**src/rtl/unigate_pkg.sv**
```systemverilog
// unigate_pkg: register map, bit positions and shifter states shared by the config loader
package unigate_pkg;
  localparam logic [1:0] REG_DATA   = 2'd0;
  localparam logic [1:0] REG_CTRL   = 2'd1;
  localparam logic [1:0] REG_STATUS = 2'd2;
  localparam int CTRL_CFG_EN = 0;
  localparam int CTRL_IRQ_EN = 1;
  localparam int CTRL_CLEAR  = 2;
  localparam int STAT_BUSY   = 0;
  localparam int STAT_DONE   = 1;
  typedef enum logic [1:0] {IDLE, SHIFT, LATCH} state_t;
endpackage

```
**src/rtl/unigate_cfg_shifter.sv**
```systemverilog
// unigate_cfg_shifter: serialises 32-bit words LSB first into the chain and latches it when full
module unigate_cfg_shifter
  import unigate_pkg::*;
#(
  parameter int CHAIN_LEN = 1024
) (
  input  logic        clk,
  input  logic        rst,
  input  logic        load,
  input  logic        clear,
  input  logic [31:0] word,
  output logic        busy,
  output logic        done_pulse,
  output logic [15:0] count,
  output logic        cfg_data,
  output logic        cfg_shift,
  output logic        cfg_latch
);
  localparam logic [15:0] LEN = 16'(CHAIN_LEN);
  state_t state, state_n;
  logic [31:0] shreg, shreg_n;
  logic [4:0] bitcnt, bitcnt_n;
  logic [15:0] count_n, count_inc;
  logic data_n, shift_n, latch_n;
  assign busy = state != IDLE;
  assign done_pulse = (state == LATCH) & ~clear;
  assign count_inc = count == LEN ? count : count + 16'd1;
  // Next bit is staged into the output flops so each strobe lines up with the count that includes it
  always_comb begin
    state_n = state;
    shreg_n = shreg;
    bitcnt_n = bitcnt;
    count_n = count;
    data_n = 1'b0;
    shift_n = 1'b0;
    latch_n = 1'b0;
    if (clear) begin
      state_n = IDLE;
      count_n = '0;
    end else begin
      case (state)
        IDLE: if (load) begin
          state_n = SHIFT;
          shreg_n = word >> 1;
          bitcnt_n = '0;
          data_n = word[0];
          shift_n = 1'b1;
          count_n = count_inc;
        end
        SHIFT: if (count == LEN) begin
          state_n = LATCH;
          latch_n = 1'b1;
        end else if (bitcnt == 5'd31) begin
          state_n = IDLE;
        end else begin
          shreg_n = shreg >> 1;
          bitcnt_n = bitcnt + 5'd1;
          data_n = shreg[0];
          shift_n = 1'b1;
          count_n = count_inc;
        end
        default: state_n = IDLE;
      endcase
    end
  end
  // State, datapath and registered strobes
  always_ff @(posedge clk or posedge rst) begin
    if (rst) begin
      state <= IDLE;
      shreg <= '0;
      bitcnt <= '0;
      count <= '0;
      cfg_data <= 1'b0;
      cfg_shift <= 1'b0;
      cfg_latch <= 1'b0;
    end else begin
      state <= state_n;
      shreg <= shreg_n;
      bitcnt <= bitcnt_n;
      count <= count_n;
      cfg_data <= data_n;
      cfg_shift <= shift_n;
      cfg_latch <= latch_n;
    end
  end
endmodule

```
**src/rtl/unigate_cfg_loader.sv**
```systemverilog
// unigate_cfg_loader: Wishbone slave that streams configuration words into the unigate chain
module unigate_cfg_loader
  import unigate_pkg::*;
#(
  parameter logic [31:0] BASE_ADR  = 32'h3000_0000,
  parameter int          CHAIN_LEN = 1024
) (
  input  logic        wb_clk_i,
  input  logic        wb_rst_i,
  input  logic        wbs_cyc_i,
  input  logic        wbs_stb_i,
  input  logic        wbs_we_i,
  input  logic [3:0]  wbs_sel_i,
  input  logic [31:0] wbs_adr_i,
  input  logic [31:0] wbs_dat_i,
  output logic        wbs_ack_o,
  output logic [31:0] wbs_dat_o,
  output logic        cfg_data_o,
  output logic        cfg_shift_o,
  output logic        cfg_latch_o,
  output logic        cfg_en_o,
  output logic        irq_o
);
  logic req, stall, wr, load, ctrl_wr, clear, w1c, busy, done, done_pulse, irq_en, unused;
  logic [1:0] off;
  logic [15:0] count;
  logic [31:0] rdata;
  assign off = wbs_adr_i[3:2];
  assign req = wbs_cyc_i & wbs_stb_i & (wbs_adr_i[31:4] == BASE_ADR[31:4]);
  assign stall = wbs_we_i & (off == REG_DATA) & busy;
  assign wr = wbs_ack_o & req & wbs_we_i;
  assign load = wr & (off == REG_DATA) & ~done;
  assign ctrl_wr = wr & (off == REG_CTRL) & wbs_sel_i[0];
  assign clear = ctrl_wr & wbs_dat_i[CTRL_CLEAR];
  assign w1c = wr & (off == REG_STATUS) & wbs_dat_i[STAT_DONE];
  assign irq_o = done & irq_en;
  assign wbs_dat_o = wbs_ack_o ? rdata : '0;
  assign unused = &{1'b0, wbs_adr_i[1:0], wbs_sel_i[3:1]};
  // Read mux; DATA and the reserved slot read as zero
  always_comb begin
    rdata = '0;
    if (off == REG_CTRL) begin
      rdata[CTRL_CFG_EN] = cfg_en_o;
      rdata[CTRL_IRQ_EN] = irq_en;
    end else if (off == REG_STATUS) begin
      rdata[31:16] = count;
      rdata[STAT_BUSY] = busy;
      rdata[STAT_DONE] = done;
    end
  end
  // Single-cycle ack, never back to back; DATA writes wait while the shifter is busy
  always_ff @(posedge wb_clk_i or posedge wb_rst_i) begin
    if (wb_rst_i) wbs_ack_o <= 1'b0;
    else wbs_ack_o <= req & ~wbs_ack_o & ~stall;
  end
  // CTRL register; the clear bit is a pulse and is not stored
  always_ff @(posedge wb_clk_i or posedge wb_rst_i) begin
    if (wb_rst_i) begin
      cfg_en_o <= 1'b0;
      irq_en <= 1'b0;
    end else if (ctrl_wr) begin
      cfg_en_o <= wbs_dat_i[CTRL_CFG_EN];
      irq_en <= wbs_dat_i[CTRL_IRQ_EN];
    end
  end
  // Done flag: a latch completing beats a simultaneous write-one-to-clear
  always_ff @(posedge wb_clk_i or posedge wb_rst_i) begin
    if (wb_rst_i) done <= 1'b0;
    else done <= done_pulse ? 1'b1 : (clear | w1c) ? 1'b0 : done;
  end
  unigate_cfg_shifter #(.CHAIN_LEN(CHAIN_LEN)) u_shifter (
    .clk(wb_clk_i),
    .rst(wb_rst_i),
    .load(load),
    .clear(clear),
    .word(wbs_dat_i),
    .busy(busy),
    .done_pulse(done_pulse),
    .count(count),
    .cfg_data(cfg_data_o),
    .cfg_shift(cfg_shift_o),
    .cfg_latch(cfg_latch_o)
  );
endmodule

```
**config.mk**
```make
export PLATFORM = sky130hd
export DESIGN_NAME = unigate_cfg_loader
export DESIGN_NICKNAME = d
export VERILOG_FILES = /design/src/rtl/unigate_pkg.sv /design/src/rtl/unigate_cfg_shifter.sv /design/src/rtl/unigate_cfg_loader.sv
export SDC_FILE = /design/constraint.sdc
export NUM_CORES = 1
export LEC_CHECK = 0
export ABC_AREA = 1
export CAP_MARGIN = 5
export CORE_ASPECT_RATIO = 1.1
export CORE_MARGIN = 3
export CORE_UTILIZATION = 44
export DETAILED_ROUTE_END_ITERATION = 7
export GPL_ROUTABILITY_DRIVEN = 0
export PLACE_DENSITY_LB_ADDON = 0.2
export SYNTH_ARGS = -nofsm -noshare
export SYNTH_HDL_FRONTEND = slang
export SYNTH_SLANG_ARGS = --single-unit
```
**constraint.sdc**
```tcl
create_clock -name wb_clk_i -period 1.8 [get_ports wb_clk_i]
set_input_delay 0.18 -clock wb_clk_i [delete_from_list [all_inputs] [get_ports wb_clk_i]]
set_output_delay 0.18 -clock wb_clk_i [all_outputs]
set_load 0.01 [all_outputs]
```
==> reports/results.tsv <==
metric	value	unit
initial_core_util	0.454	
die_y	104	um
cts-buffers-inserted	9	
drive_gt1_frac	0.177	
cts.reportedPaths.clkPinSlew	80	ps
tightest_slew	523	ps
pre_cts_ws	-229	ps
grt_setup_unrepaired	true	
clock-skew-final	9.95	ps
endpoint_kind	register	
p_per_area	509	nW/um2
yosys-top-cells-area	dfrtp_1, nand2_1, nand3_1, nor2_1, inv_1	
nNetsFinal	785	
crit_type	register to register	
track_usage	0.223	
drv_slew	0	
rr_worst_depth	11	
io_pins	111	
ys_seq_elements	61	
routed_wl	11.1	mm
ant_nets	0	
drtIter0Drc	216	
cts_tree	yes	
hold_ws	189	ps
path_cells	ha_2 -> nand2_2 -> nor2_2 -> ha_2 -> a21oi_4 -> o21ai_4 -> nor2_8 -> nand2_8 -> clkbuf_16 -> nand2_2 -> nand2_1	
hold_viol	0	
cp_slowest_cell	dfrtp_1	
core	8450	um2
utilization	0.666	
synth_enable_flop_cells	0	
rows	35	
grt_pass1_wl	17.9	mm
seq_area_frac_synth	0.398	
tns	-2950	ps
syn_area	3840	um2
cts-htree-levels	3	
overflow	0	
route.detailed.drc	0	
fin_area	5630	um2
cp_data_required_time	2030	ps
nFillCells	733	
ir_worst_vdd	0.401	mV
worstPathMaxFanout	7	
violations	setup timing	
final_cells	824	
ys_warn_count	0	
ctsRootBufferMaster	clkbuf_8	
synth_top_area_frac	0.398	
worstPathArrival	2120	ps
period_needed	1890	ps
first_pass_iters	5	
antenna_found_initial	0	
insertion_delay	350	ps
die_w	95.1	um
num_vias	4114	
p_leak	2.81	nW
placed_cells	796	
hold_buffers	0	
synth_commonest_cells	nand2_1, nand3_1, nor2_1	
yosysTopAreaCell	dfrtp_1	
syn_avg_cell_area	6.72	um2
place_area	5110	um2
drv_cap	0	
grt_max_degree	43	
total_power	2.86	mW
max_stage_delay	390	ps
cts_max_path_buffers	2	
die_area	9890	um2
grt_pass1_vias	3967	
port_buffers	91	
dpl.hpwl	7.93	mm
period_share	1.05	
synth.most_common_cell	nand2_1	
outcome	finished with violations	
vias_per_cell	4.99	
syn2layout_area_growth	46.7	%
wl_per_cell	13.5	um
antenna_cells	0	
synth_cell_types	29	
netlist_instances	571	
synthArstFlopShare	1.00	
setup_ws	-87.5	ps
relSlewSlack	0.651	
worstSetupStartpointType	register	
dominantRegCellSynth	dfrtp_1	
cts.sinks	61	
hold_path.class	input port to asynchronous set/reset pin	
fmax	530	MHz
setup_viol	52	
## area by class of cell
class,instances,area (um2),share of cell area
Tap cell,111,139,0.0247
Sequential cell,61,1530,0.271
Clock inverter,7,73.8,0.0131
Multi-Input combinational cell,441,2140,0.380
Clock buffer,9,124,0.0220
Inverter,45,174,0.0309
Timing Repair Buffer,150,1450,0.258
## worst max-delay path, delay by kind of cell, from the launching register on
family,cells,cell delay (ps)
AOI/OAI and AO/OA,2,290
adders and majority gates,2,410
buffers and inverters,1,190
DFF,1,390
and+or+nand+nor,6,490
## worst paths after layout
| kind | startpoint | end | slack, ps |
|---|---|---|---|
| setup / recovery | u_shifter.bitcnt[1]$_DFFE_PP0P_ | u_shifter.shreg[5]$_DFFE_PP0P_ | -90 |
| hold / removal | wb_rst_i | done$_DFFE_PP0P_ | 190 |
| setup reg to reg | u_shifter.bitcnt[1]$_DFFE_PP0P_ | u_shifter.shreg[5]$_DFFE_PP0P_ | -90 |
| hold reg to reg | u_shifter.shreg[1]$_DFFE_PP0P_ | u_shifter.shreg[1]$_DFFE_PP0P_ | 480 |
| max in group asynchronous | wb_rst_i | u_shifter.cfg_shift$_DFF_PP0_ | 1150 |
| min in group wb_clk_i | wbs_dat_i[31] | u_shifter.shreg[30]$_DFFE_PP0P_ | 440 |
## routing by layer
layer	vias up	global-route usage	routed length [um]
met4	0	0.0856	259
met5	-	0	0
li1	2062	-	-
met3	21	0.0427	493
met1	1934	0.268	4490
met2	97	0.386	5870
## registers in the layout (all words and copies together), names as in the netlist, 2 cells and up
| name | cells |
|---|---|
| u_shifter.count | 16 |
| u_shifter.shreg | 31 |
| u_shifter.bitcnt | 5 |
| u_shifter.state | 2 |
## power breakdown
part / leakage, nW / total [mW] / internal [mW] / switching (mW)
registers: 0.725 / 1.37 / 1.37 / 0.000000000134
clock network: 0.0996 / 1.22 / 0.643 / 0.582
logic: 1.99 / 0.270 / 0.161 / 0.109
total: 2.81 / 2.86 / 2.17 / 0.691
## logic make-up (layout without fill, tap and decap cells)
family / count (synthesis) / after routing / share of synthesized area
compound gates: 10 / 10 / 0.0156
xor+xnor: 7 / 7 / 0.0160
fa+ha+maj: 4 / 4 / 0.0130
buf+inv: 82 / 211 / 0.101
flops: 61 / 61 / 0.398
mux: 2 / 2 / 0.00586
other cells: 1 / 14 / 0.000977
simple gates: 404 / 404 / 0.450
## what timing repair did
| action | 4_1_cts | 5_1_grt |
|---|---|---|
| pin swaps | 1 | 12 |
| cloned | 1 | 4 |
| setup buffers | 7 | 1 |
| gates resized for setup | 39 | 41 |
| endpoints found under the setup margin | 64 | 53 |
## placed cells by master (no fill, tap or decap), types with 2 or more instances in the layout
cell             Yosys  layout
a21oi_1              4       3
buf_12               0       3
buf_4               14      46
buf_6                3       6
clkbuf_16            0       2
clkbuf_8             0       9
clkdlybuf4s50_1      0      73
clkinv_2             0       2
clkinv_4             0       2
conb_1               1      14
dfrtp_1             61      60
dlygate4sd2_1        0      18
ha_1                 4       2
ha_2                 0       2
inv_1               43      39
inv_2                2       5
inv_6                0       2
mux2_2               2       2
nand2_1            217     194
nand2_2              2      17
nand2_4              0       7
nand3_1             73      67
nand3_2              1       7
nand3b_1             5       5
nand4_1             16      16
nor2_1              72      69
nor2_2               2       5
nor3_1               9       9
nor4_1               5       5
o21ai_0              3       3
xor2_1               7       7
Note: power is estimated with default switching activity, not from simulation.
==> RTL change 1, RTL diff (same settings) <==
`shreg` no longer has a reset.
--- a/src/rtl/unigate_cfg_shifter.sv
+++ b/src/rtl/unigate_cfg_shifter.sv
@@ -69,3 +69,2 @@
       state <= IDLE;
-      shreg <= '0;
       bitcnt <= '0;
@@ -77,3 +76,2 @@
       state <= state_n;
-      shreg <= shreg_n;
       bitcnt <= bitcnt_n;
@@ -85,2 +83,6 @@
   end
+
+  always_ff @(posedge clk) begin
+    shreg <= shreg_n;
+  end
 endmodule
Formal check against the unedited RTL: no difference found for any inputs over 4 cycles, from zero or initial values and one cycle with wb_rst_i high; that may be too few to reach the edited logic, so the function may still have changed.
==> RTL change 1 against the unedited design <==
Area after synthesis decreased by 6.1%. Wire length shrank 18%. Global-route usage is 2.2 points lower. Setup slack improved by 0.035 ns. The run still ends with setup timing left. Total power increased by 2.6%. Sequential cell count unchanged. Sequential power increased by 7%. Cell area decreased by 6.8%.
==> RTL change 1: results (changes against the unedited design) <==
DR pass1 iterations=4 (-1); GR Layer Usage met1=0.2338 (-0.03410); vias per cell=4.807 (-3.7%); M2 GR Usage=0.3717 (-0.01454); Placed Instances=716 (-10%); number of setup violations in the final report=31 (-40%); Final WS setup=-0.05203 ns (+0.03544 ns); maximum VDD drop=0.5029 mV (+26%); top cells by count, synth=nand2_1 (152), nor2_1 (72), inv_1 (48); Filler cells=713 (-2.7%); post-DP HPWL=7.121 mm (-10%); Post-synth top flop=edfxtp_1; gr usage total=0.2015 (-0.02160); # port buffers=91 (unchanged); Routed wire per std cell=12.45 µm (-7.7%); Max Buffers Root-to-Sink=2 (unchanged); ranking of synthesized cells by area=edfxtp_1 (26%), dfrtp_1 (21%), nand2_1 (16%); status=complete, but fails checks; P_leak=0.002561 µW (-9.0%); Worst-Skew Late Latency=0.34 ns; critical path peak fanout=18 (+11); asr flop ratio synth=0.4918 (-0.5082); Hold Worst Slack=0.2251 ns (+0.03596 ns); Final #Nets=700 (-11%); fin cells=736 (-11%); Clock Tree Root=clkbuf_8; DRT iter0 DRCs=173 (-20%); vias in the first global route=3,452 (-13%); failing checks=setup timing; delay-heaviest family, CP=flip-flops; Cells after Synth=478 (-16%); Post-synth EDFFs=31 (+31); Synth cell types=31 (+6.9%); initial antenna violation count=0 (unchanged); sequential area share after synthesis=0.4665 (+0.06898); initial core utilization=0.4531 (-0.001200); H-tree depth=3 (unchanged); Worst Path Arrival=1.90 ns (-0.22 ns); Reg clk slew, reported paths=0.08 ns (about the same); GR Util met3=0.03958 (-0.003110); first-pass GRT wire length=15.04 mm (-16%); largest net degree at the start of global routing=37 (-14%); Top Registers=u_shifter.shreg: 31 flops, u_shifter.count: 16 flops, u_shifter.bitcnt: 5 flops; Hold Path Class=input port to async pin; Clock Skews=0.01201 ns (+0.002059 ns); layout cells sized above 1=0.1736 (-0.003151)
RTL change 1: worst paths after layout:
kind | startpoint | end | depth (start not counted)
max reg2reg | u_shifter.bitcnt[1]$_DFFE_PP0P_ | u_shifter.shreg[25]$_DFFE_PP_ | 9
min reg2reg | u_shifter.bitcnt[4]$_DFFE_PP0P_ | u_shifter.bitcnt[4]$_DFFE_PP0P_ | 2
min in group wb_clk_i | wbs_dat_i[31] | u_shifter.shreg[30]$_SDFFCE_PP0P_ | 3
max | u_shifter.bitcnt[1]$_DFFE_PP0P_ | u_shifter.shreg[25]$_DFFE_PP_ | 9
max in group asynchronous | wb_rst_i | wbs_ack_o$_DFF_PP0_ | 3
min | wb_rst_i | u_shifter.cfg_latch$_DFF_PP0_ | 3
RTL change 1: routing by layer:
layer / vias to the layer above / share of wire
li1: 1787 / -
met1: 1639 / 0.40
met2: 103 / 0.53
met3: 9 / 0.055
met4: 0 / 0.010
met5: - / 0
RTL change 1: cell type report:
type	count	area share
flip-flops and latches	61	0.3202
inverters	53	0.03859
clock buffers	9	0.02358
clock inverters	7	0.01429
multi-input cells	348	0.3171
repair buffers	150	0.2606
well taps	108	0.02573
RTL change 1: cell families after synthesis:
group | synth area share
mux | 0.003124
other cells | 0.001040
fa+ha+maj | 0.01388
buf+inv | 0.1055
simple gates | 0.3665
compound gates | 0.02152
flops | 0.4665
xor+xnor | 0.02187
RTL change 1: power breakdown:
| group | internal (µW) | total [µW] | switching [µW] |
|---|---|---|---|
| Combinational | 165 | 260 | 95.2 |
| Clock | 643 | 1210 | 570 |
| Sequential | 1470 | 1470 | 0.000000123 |
RTL change 1: worst min-delay path, stage by stage:
cell             delay (ns)
clkdlybuf4s50_1        0.40
inv_1                  0.05
buf_4                  0.35
RTL change 1: timing repair:
action,in CTS,in global routing
resized for setup,18,17
endpoints found under the hold margin,0,0
pin swaps,0,7
setup buffers,0,4
setup endpoints to repair,49,48
RTL change 1: stage by stage:
| stage | total power [µW] | instance area, µm² | setup TNS [ns] | setup slack, ns |
|---|---|---|---|---|
| floorplan | 1592 | 3684 | -8.459 | -0.2729 |
| global placement | 1753 | 4997 | -9.886 | -0.2047 |
| detailed placement | 1758 | 4997 | -14.05 | -0.2679 |
| CTS | 2970 | 5174 | -1.389 | -0.05994 |
| global route | 3048 | 5253 | -3.470 | -0.1217 |
| finish | 2939 | 5253 | -1.104 | -0.05203 |
==> RTL change 2, RTL diff (config.mk and constraints unchanged) <==
Without the edit above. `CHAIN_LEN` is set to 1024 in 2 places; all go to 768.
--- a/src/rtl/unigate_cfg_shifter.sv
+++ b/src/rtl/unigate_cfg_shifter.sv
@@ -4,3 +4,3 @@
 #(
-  parameter int CHAIN_LEN = 1024
+  parameter int CHAIN_LEN = 768
 ) (
--- a/src/rtl/unigate_cfg_loader.sv
+++ b/src/rtl/unigate_cfg_loader.sv
@@ -5,3 +5,3 @@
   parameter logic [31:0] BASE_ADR  = 32'h3000_0000,
-  parameter int          CHAIN_LEN = 1024
+  parameter int          CHAIN_LEN = 768
 ) (
Formal check against the unedited RTL: same outputs for any inputs over 4 cycles, from zero or initial values and one cycle with wb_rst_i high; that may be too few to reach the edited logic, so the function may still have changed.
==> RTL change 2 against the unedited design <==
Area after synthesis decreased by 0.36%. Cell area increased by 1.7%. Maximum frequency increased by 0.64%. Total power increased by 4.7%. Sequential share of layout area decreased by 0.47 points. Wire length increased by 0.40%. Utilization increased by 1.5 points. Global-route usage decreased by 1.9 points. The run still ends with setup timing left. First-iteration DRC count decreased by 13%. Critical endpoint is now u_shifter.shreg[14]$_DFFE_PP0P_. Largest power group unchanged. Setup slack improved by 0.012 ns. Via count decreased by 0.95%. Sequential cell count unchanged.
==> RTL change 2: results (changes against the unedited design) <==
vias per cell=4.994 (about the same); DRT iter0 DRCs=188 (-13%); Worst Path Arrival=2.09 ns (-0.03 ns); largest net degree at the start of global routing=62 (+44%); post-DP HPWL=7.311 mm (-7.8%); gr usage total=0.2044 (-0.01871); P_leak=0.002829 µW (+0.49%); DP Worst Slack=-0.2731 ns (-0.04412 ns); Hold-fix buffers, CTS=0 (unchanged); H-tree depth=3 (unchanged); Final WS setup=-0.07547 ns (+0.01199 ns); top cells by count, synth=nand2_1 (240), nor2_1 (71), dfrtp_1 (61); Placed Instances=790 (-0.75%); Reg clk slew, reported paths=0.07 ns; Worst-Skew Late Latency=0.34 ns; ranking of synthesized cells by area=dfrtp_1 (40%), nand2_1 (24%), nor2_1 (7.0%); layout cells sized above 1=0.2085 (+0.03179); DP Area=5080 µm² (-0.64%); Final #Nets=778 (-0.89%); Clock Skews=0.01010 ns (+0.0001567 ns); first-pass GRT wire length=16.28 mm (-8.9%); final antenna diode count=0 (unchanged); Setup TNS Final=-1.700 ns (+1.253 ns); fin cells=816 (-0.97%); vias in the first global route=3,657 (-7.8%); maximum VDD drop=0.5382 mV (+34%); Synth cell types=35 (+21%); failing checks=setup timing; number of setup violations in the final report=52 (unchanged); CTS Buf Count=9 (unchanged); sw frac=0.2183 (-0.02295); # port buffers=91 (unchanged); status=complete, but fails checks; critical path peak fanout=8 (+1); Routed wire per std cell=13.67 µm (+1.4%); Avg Cell Area, Syn=6.784 µm² (+0.88%); sequential area share after synthesis=0.3990 (+0.001430)
-- RTL change 2: layout make-up --
class	count	area (µm²)
clock buffers	11	141.4
flip-flops and latches	61	1526
clock inverters	4	72.57
fillers	726	2681
inverters	42	170.2
well taps	111	138.9
multi-input cells	440	2256
repair buffers	147	1421
-- RTL change 2: metal layers --
layer / vias to the layer above / track usage / share of wire / wire length, µm
met5: - / 0 / 0 / 0
met4: 0 / 0.07835 / 0.029 / 325
met3: 31 / 0.03268 / 0.047 / 522
met2: 126 / 0.3380 / 0.52 / 5794
met1: 1893 / 0.2653 / 0.40 / 4517
li1: 2025 / - / - / -
-- RTL change 2: worst max-delay path, cell delays in order (launching register included) --
cell and delay [ns]:
dfrtp_1 0.40, ha_2 0.19, nand2_2 0.08, nor2_2 0.04, ha_2 0.19, a21oi_4 0.14
nand2_2 0.08, a21oi_4 0.17, nand2_8 0.13, clkbuf_16 0.20, nand2_2 0.05, nand2_1 0.06
-- RTL change 2: power groups by stage --
stage                     sequential (µW)  clock (µW)  combinational [µW]
after floorplan                      1400           0                 106
after global placement               1400           0                 273
after detailed placement             1400           0                 277
after CTS                            1370        1360                 279
after global routing                 1370        1420                 306
final                                1370        1350                 277
-- RTL change 2: timing repair --
action / 4_1_cts / 5_1_grt
resized for setup: 37 / 70
setup buffers: 2 / 2
setup endpoints to repair: 70 / 54
pin swaps: 1 / 29
cloned: 1 / 6
-- RTL change 2: final timing paths --
check                                           startpoint                              end  slack, ns
max in group asynchronous                         wb_rst_i    u_shifter.cfg_latch$_DFF_PP0_       1.30
min in group wb_clk_i                        wbs_dat_i[31]  u_shifter.shreg[30]$_DFFE_PP0P_       0.42
min                                               wb_rst_i  u_shifter.shreg[26]$_DFFE_PP0P_       0.21
max                        u_shifter.bitcnt[1]$_DFFE_PP0P_  u_shifter.shreg[14]$_DFFE_PP0P_      -0.08
min reg2reg                 u_shifter.shreg[7]$_DFFE_PP0P_   u_shifter.shreg[7]$_DFFE_PP0P_       0.48
max reg2reg                u_shifter.bitcnt[1]$_DFFE_PP0P_  u_shifter.shreg[14]$_DFFE_PP0P_      -0.08
-- RTL change 2: kinds of logic (layout without fill, tap and decap cells) --
logic type	count (synthesis)	in the layout	share of synthesized area
AO/OA/AOI/OAI	17	17	0.02812
flip-flops	61	61	0.3990
AND/OR/NAND/NOR	394	394	0.4313
buffers and inverters	76	204	0.1010
multiplexers	2	2	0.005886
other	1	14	0.0009801
XOR/XNOR	9	9	0.02060
adder cells (fa/ha/maj)	4	4	0.01308
